<file path="src/rtl/mode_counter_if.sv">
`default_nettype none
// ============================================================================
// Module      : mode_counter_if
// Description : Control/status bundle for mode_counter (controller = master).
// Revision    : 1.0 - initial release
// ============================================================================
interface mode_counter_if #(
  parameter int WIDTH = 24
);
  logic             clr;
  logic             start;
  logic             en;
  logic             dir;
  logic             oneshot;
  logic             load;
  logic [WIDTH-1:0] loadval;
  logic [WIDTH-1:0] count;
  logic             tc;
  logic             cout;
  logic             busy;
  logic             done;

  modport master (
    output clr, start, en, dir, oneshot, load, loadval,
    input  count, tc, cout, busy, done
  );

  modport slave (
    input  clr, start, en, dir, oneshot, load, loadval,
    output count, tc, cout, busy, done
  );
endinterface
`default_nettype wire

</file>
<file path="src/rtl/mode_counter.sv">
`default_nettype none
// ============================================================================
// Module      : mode_counter
// Description : Modulo counter with load, up/down, one-shot, Tc pulse and
//               50%-duty toggle output. Define MODE_COUNTER_PRESCALE_EN to
//               insert a divide-by-PRESCALE enable prescaler.
// Revision    : 1.0 - initial release
// ============================================================================
module mode_counter #(
  parameter int              WIDTH      = 24,
  parameter longint unsigned MODULUS    = 64'd1 << 24,
  parameter bit              AUTO_START = 1'b1,
  parameter int              PRESCALE   = 1000
) (
  input  wire logic     clk,
  input  wire logic     rst_n,
  mode_counter_if.slave bus
);

  localparam logic [WIDTH-1:0] c_top = WIDTH'(MODULUS - 64'd1);

  typedef enum logic [1:0] {
    ST_IDLE = 2'd0,
    ST_RUN  = 2'd1,
    ST_DONE = 2'd2
  } state_t;

  state_t           r_state;
  logic [WIDTH-1:0] r_count;
  logic             r_tc;
  logic             r_cout;

  logic [WIDTH-1:0] w_start_val;
  logic [WIDTH-1:0] w_load_sat;
  logic             w_terminal;
  logic             w_tick;

  assign w_start_val = bus.dir ? c_top : '0;
  assign w_load_sat  = (bus.loadval > c_top) ? c_top : bus.loadval;
  assign w_terminal  = bus.dir ? (r_count == '0) : (r_count == c_top);

`ifdef MODE_COUNTER_PRESCALE_EN
  localparam int                 c_pre_w    = (PRESCALE > 1) ? $clog2(PRESCALE) : 1;
  localparam logic [c_pre_w-1:0] c_pre_last = c_pre_w'(PRESCALE - 1);

  logic [c_pre_w-1:0] r_pre;

  assign w_tick = (r_pre == c_pre_last);

  // Phase restarts on any event that re-seeds the count; holds while En is low.
  always_ff @(posedge clk or negedge rst_n) begin
    if (!rst_n) begin
      r_pre <= '0;
    end else if (bus.clr || bus.load || bus.start) begin
      r_pre <= '0;
    end else if (r_state == ST_RUN && bus.en) begin
      r_pre <= w_tick ? '0 : r_pre + 1'b1;
    end
  end
`else
  logic w_unused_prescale;

  assign w_unused_prescale = 1'(PRESCALE);
  assign w_tick            = 1'b1;
`endif

  always_ff @(posedge clk or negedge rst_n) begin
    if (!rst_n) begin
      r_state <= AUTO_START ? ST_RUN : ST_IDLE;
      r_count <= '0;
      r_tc    <= 1'b0;
      r_cout  <= 1'b0;
    end else begin
      r_tc <= 1'b0;
      if (bus.clr) begin
        r_count <= w_start_val;
        r_state <= ST_IDLE;
      end else if (bus.load) begin
        r_count <= w_load_sat;
        if (r_state == ST_DONE) begin
          r_state <= ST_IDLE;
        end
      end else if (bus.start) begin
        r_count <= w_start_val;
        r_state <= ST_RUN;
      end else if (r_state == ST_RUN && bus.en && w_tick) begin
        if (w_terminal) begin
          r_tc   <= 1'b1;
          r_cout <= ~r_cout;
          // One-shot freezes on the terminal value; free-run re-seeds.
          if (bus.oneshot) begin
            r_state <= ST_DONE;
          end else begin
            r_count <= w_start_val;
          end
        end else begin
          r_count <= bus.dir ? r_count - 1'b1 : r_count + 1'b1;
        end
      end
    end
  end

  assign bus.count = r_count;
  assign bus.tc    = r_tc;
  assign bus.cout  = r_cout;
  assign bus.busy  = (r_state == ST_RUN);
  assign bus.done  = (r_state == ST_DONE);

endmodule
`default_nettype wire
</file>
<file path="src/flat_wrapper.sv">
// flat-port wrapper written by rule: the top's interface ports become plain ports
module mode_counter_flat 
#(
  parameter int              WIDTH      = 24,
  parameter longint unsigned MODULUS    = 64'd1 << 24,
  parameter bit              AUTO_START = 1'b1,
  parameter int              PRESCALE   = 1000
)
  (clk, rst_n, bus_clr, bus_start, bus_en, bus_dir, bus_oneshot, bus_load, bus_loadval, bus_count, bus_tc, bus_cout, bus_busy, bus_done);
  mode_counter_if #(.WIDTH(WIDTH)) bus_i ();
  input  wire logic clk;
  input  wire logic rst_n;
  input wire logic [$bits(bus_i.clr)-1:0] bus_clr;
  input wire logic [$bits(bus_i.start)-1:0] bus_start;
  input wire logic [$bits(bus_i.en)-1:0] bus_en;
  input wire logic [$bits(bus_i.dir)-1:0] bus_dir;
  input wire logic [$bits(bus_i.oneshot)-1:0] bus_oneshot;
  input wire logic [$bits(bus_i.load)-1:0] bus_load;
  input wire logic [$bits(bus_i.loadval)-1:0] bus_loadval;
  output wire logic [$bits(bus_i.count)-1:0] bus_count;
  output wire logic [$bits(bus_i.tc)-1:0] bus_tc;
  output wire logic [$bits(bus_i.cout)-1:0] bus_cout;
  output wire logic [$bits(bus_i.busy)-1:0] bus_busy;
  output wire logic [$bits(bus_i.done)-1:0] bus_done;
  assign bus_i.clr = bus_clr;
  assign bus_i.start = bus_start;
  assign bus_i.en = bus_en;
  assign bus_i.dir = bus_dir;
  assign bus_i.oneshot = bus_oneshot;
  assign bus_i.load = bus_load;
  assign bus_i.loadval = bus_loadval;
  assign bus_count = bus_i.count;
  assign bus_tc = bus_i.tc;
  assign bus_cout = bus_i.cout;
  assign bus_busy = bus_i.busy;
  assign bus_done = bus_i.done;
  mode_counter #(.WIDTH(WIDTH), .MODULUS(MODULUS), .AUTO_START(AUTO_START), .PRESCALE(PRESCALE)) u_core (.clk(clk), .rst_n(rst_n), .bus(bus_i));
endmodule
</file>
<file path="config.mk">
export PLATFORM = sky130hd
export DESIGN_NAME = mode_counter_flat
export DESIGN_NICKNAME = d
export VERILOG_FILES = /design/src/rtl/mode_counter_if.sv /design/src/rtl/mode_counter.sv /design/src/flat_wrapper.sv
export SDC_FILE = /design/constraint.sdc
export NUM_CORES = 1
export LEC_CHECK = 0
export ABC_AREA = 1
export CAP_MARGIN = 20
export CORE_MARGIN = 1
export CORE_UTILIZATION = 50
export CTS_CLUSTER_DIAMETER = 40
export DETAILED_ROUTE_END_ITERATION = 10
export PLACE_DENSITY_LB_ADDON = 0.05
export REMOVE_ABC_BUFFERS = 1
export SKIP_LAST_GASP = 1
export SLEW_MARGIN = 10
export SYNTH_ARGS = -nofsm -noshare
export SYNTH_HDL_FRONTEND = slang
export SYNTH_SLANG_ARGS = --single-unit
</file>
<file path="constraint.sdc">
create_clock -name clk -period 2 [get_ports clk]
set_input_delay 0.4 -clock clk [delete_from_list [all_inputs] [get_ports clk]]
set_output_delay 0.4 -clock clk [all_outputs]
set_load 0.01 [all_outputs]
</file>
==> impl_results.md <==
* Reg2reg setup slack at -0.30 ns
* CTS tree: done
* Synth area leader: nand2_1
* Crit path max-delay family: simple AND/OR/NAND/NOR gates
* Crit path largest cell delay at 0.46 ns
* Compound-Gate Fraction of Synth Area at 7.69%
* Worst Path Max Fanout at 4
* Cell Count, Final, Fillers Out at 944
* P_leak at 3.20 nW
* Layout area overhead at 64.1%
* Crit path time final at 2.30 ns
* Clock root cell: clkbuf_8
* Reg area at 711 um2
* Die area at 0.00800 mm2
* Area fraction of the dominant cell type after synthesis at 26.7%
* Final WS setup at -0.298 ns
* # clock sinks at 28
* DIE HEIGHT at 89.4 um
* F_max at 435 MHz
* Met3 usage at 5.82%
* Worst-case reg-to-reg path depth at 15
* Antenna Nets Post-Route at 0
* Routed wire per std cell at 19.4 um
* GR Layer Usage met2 at 60.0%
* Nets at 901
* Final Max Slew Viols at 0
* Synthesized cell area at 0.00382 mm2
* Ys Warns at 0
* Commonest non-fill, non-tap cell in the layout: nand2_1
* Final wirelength at 18.3 mm
* Slowest CP cell: dfrtp_2
* Avg Cell Area, Syn at 5.43 um2
* Adder-cell area share of the yosys netlist at 7.73%
* Grt peak-use layer: met2
* WP data required at 2.21 ns
* Post-Synth XOR/XNOR Area at 1.15%
* Data arrival, critical path at 2.51 ns
* CP Class: reg -> reg
* Worst skew pair latency at 0.28 ns
* Starting Density at 52.1%
* Failing checks: setup timing
* Skew final at 0.00184 ns
* GRT Resource Usage Total at 37.5%
* Post-synthesis mux area share at 0%
* DR vias/cell at 5.84
* Max-cap violations at 0
* Congestion Overflow GR at 0
* Slew HR at 71.8%
* CTS clk-pin slew, worst paths at 0.10 ns
* CTS Buffer Depth at 2
* Ratio of cells with drive above 1 in the final layout at 36.8%
* Unrepaired setup endpoints after global routing: true
* CP dominant cell by count: nand2_1
* WP buf/inv at 1
* Run status: finished with violations
* Detailed placement HPWL at 10.4 mm
* # hold bufs at CTS at 0
* Pin count of the biggest net entering global routing at 29
* Simple-gate share of the synthesized area at 52.0%
* R2r startpoint: u_core.bus.count[3]
* Vias at 5,517
* Area contributors post-synth: nand2_1 (27%), dfrtp_1 (18%), nor2_1 (11%), inv_1 (10%), ha_1 (7.2%)
* Main combinational cell family by area after synthesis: simple AND/OR/NAND/NOR gates
* Endpoints failing setup at 26
* Comb pwr share at 71.5%
* CORE AREA at 0.00733 mm2
* Place WS at -0.761 ns
* Worst setup startpoint: u_core.bus.count[3]
* Inst Count DP at 926
* First-pass GRT wire length at 22.5 mm
* Total I/O pin count at 60
* Number of global-route vias before repair at 4,706
* CP cell instances: ha_4 -> nand2_4 -> inv_1 -> nand2_1 -> nand2_1 -> nand2_1 -> nand3_2 -> nand2_2 -> nand3_1 -> nand3_2 -> nand2_1 -> nand2_1 -> nand2_1 -> nand2_1 -> a21oi_2
* Port bufs at 59
* Switching share of total power at 48.2%
* Initial antenna violation count at 0
* Cell count after synthesis at 704
* Crit share post-route at 115%
* Maximum VDD drop at 368 uV
* RR Endpoint: u_core.bus.count[17]
* Slew @ Worst Pin at 0.419 ns
* Die X at 89.4 um
* Seq cells post-synth at 28
* Rows at 31
* Internal power at 1.96 mW
* Worst setup SP type: register
* End point of the critical path: u_core.bus.count[17]
* Post-synth cell types at 32
* Placer Congestion at 0.946
* N_diodes at 0
* Most frequent cells in the layout: nand2_1 (211), nor2_1 (87), inv_1 (86)
* Fill cell count at 428
* Final Hold Vio Count at 0
* DRC viols at 0
* HP Class: in -> async
* PwrDens at 604 mW/mm2
* First drt pass iteration count at 7
* Clock share of power at 9.0%
* Hold slack at 0.494 ns
* Met1 usage at 49.0%
* Power share of the sequential group at 19.5%
* CP Capture Type: register
* P_sw at 1.83 mW
* H-tree levels at 1
* Crit path depth at 15
* First DRT Iteration DRCs at 628
* Sequential share of the synthesized area at 18.4%
* CTS Buf Count at 3
* Area of the multi-input gates at 0.00347 mm2
==> per-layer routing <==
layer,up-vias,part of all wire (%)
met1,2524,37
li1,2466,-
met5,-,0
met2,409,45
met3,118,12
met4,0,5.8
==> worst reg2reg max path, stage by stage (launching register included) <==
cell and delay (ns):
dfrtp_2 0.46, ha_4 0.34, nand2_4 0.09, inv_1 0.11, nand2_1 0.08, nand2_1 0.19, nand2_1 0.14, nand3_2 0.15
nand2_2 0.09, nand3_1 0.12, nand3_2 0.12, nand2_1 0.08, nand2_1 0.04, nand2_1 0.06, nand2_1 0.06, a21oi_2 0.11
==> how the worst min path moves through the flow <==
stage	from	endpoint	slack, ns
floorplan	rst_n	u_core.bus.count[0]	0.10
global placement	u_core.bus.cout	u_core.bus.cout	0.46
detailed placement	u_core.bus.cout	u_core.bus.cout	0.49
CTS	rst_n	u_core.bus.count[23]	0.51
global route	u_core.bus.cout	u_core.bus.cout	0.52
finish	rst_n	u_core.bus.count[23]	0.49
==> through the flow <==
stage	area (um2)	setup TNS, ns	power, mW	util (%)
3_3_place_gp	5110	-16.17	2.57	69.8
4_1_cts	5660	-0.0271	3.20	77.2
2_1_floorplan	3730	-5.68	1.75	-
5_1_grt	6270	-6.70	3.99	85.6
3_5_place_dp	5110	-16.88	2.61	69.8
6_report	6270	-3.85	3.79	85.6
==> synthesized netlist by cell type (all sizes together) <==
cell type and count:
and2 3, inv 107, ha 22, nand4 24, nand3b 6, dfstp 1
clkinv 1, dfrtp 27, a21boi 1, buf 7, nand2 272, clkbuf 12
o21ai 3, nor2 111, and3 1, xor2 2, nand3 41, o211ai 1
fa 1, nor4 5, xnor2 3, nor3 8, or2 8, a21oi 37
==> sequential cells by signal, summed over array words and instances, names as in the netlist <==
register	flops
u_core.bus.cout	1
u_core.r_state	2
u_core.bus.count	24
u_core.bus.tc	1
==> kinds of logic after synthesis <==
logic type               after synthesis
flip-flops                            28
AO/OA/AOI/OAI                         42
AND/OR/NAND/NOR                      479
adder cells (fa/ha/maj)               23
buffers and inverters                127
XOR/XNOR                               5
==> cell type report <==
type | count | area share (%)
Multi-Input combinational cell | 549 | 55.3
Timing Repair Buffer | 156 | 24.2
Sequential cell | 28 | 11.3
Inverter | 108 | 6.54
Tap cell | 99 | 1.97
Clock buffer | 4 | 0.718
==> power groups by stage <==
stage | clock network (mW) | registers [mW] | logic [mW]
floorplan | 0 | 0.748 | 1.00
finish | 0.339 | 0.738 | 2.71
global placement | 0 | 0.707 | 1.86
detailed placement | 0 | 0.709 | 1.90
CTS | 0.340 | 0.724 | 2.13
global route | 0.364 | 0.741 | 2.89
==> repair_timing <==
item | in CTS | in global routing
gates resized for setup | 79 | 150
gates cloned | 2 | 3
setup endpoints to repair | 25 | 26
pin swaps | 14 | 69
setup buffers | 3 | 7
Power figures use the tool's default switching activity.
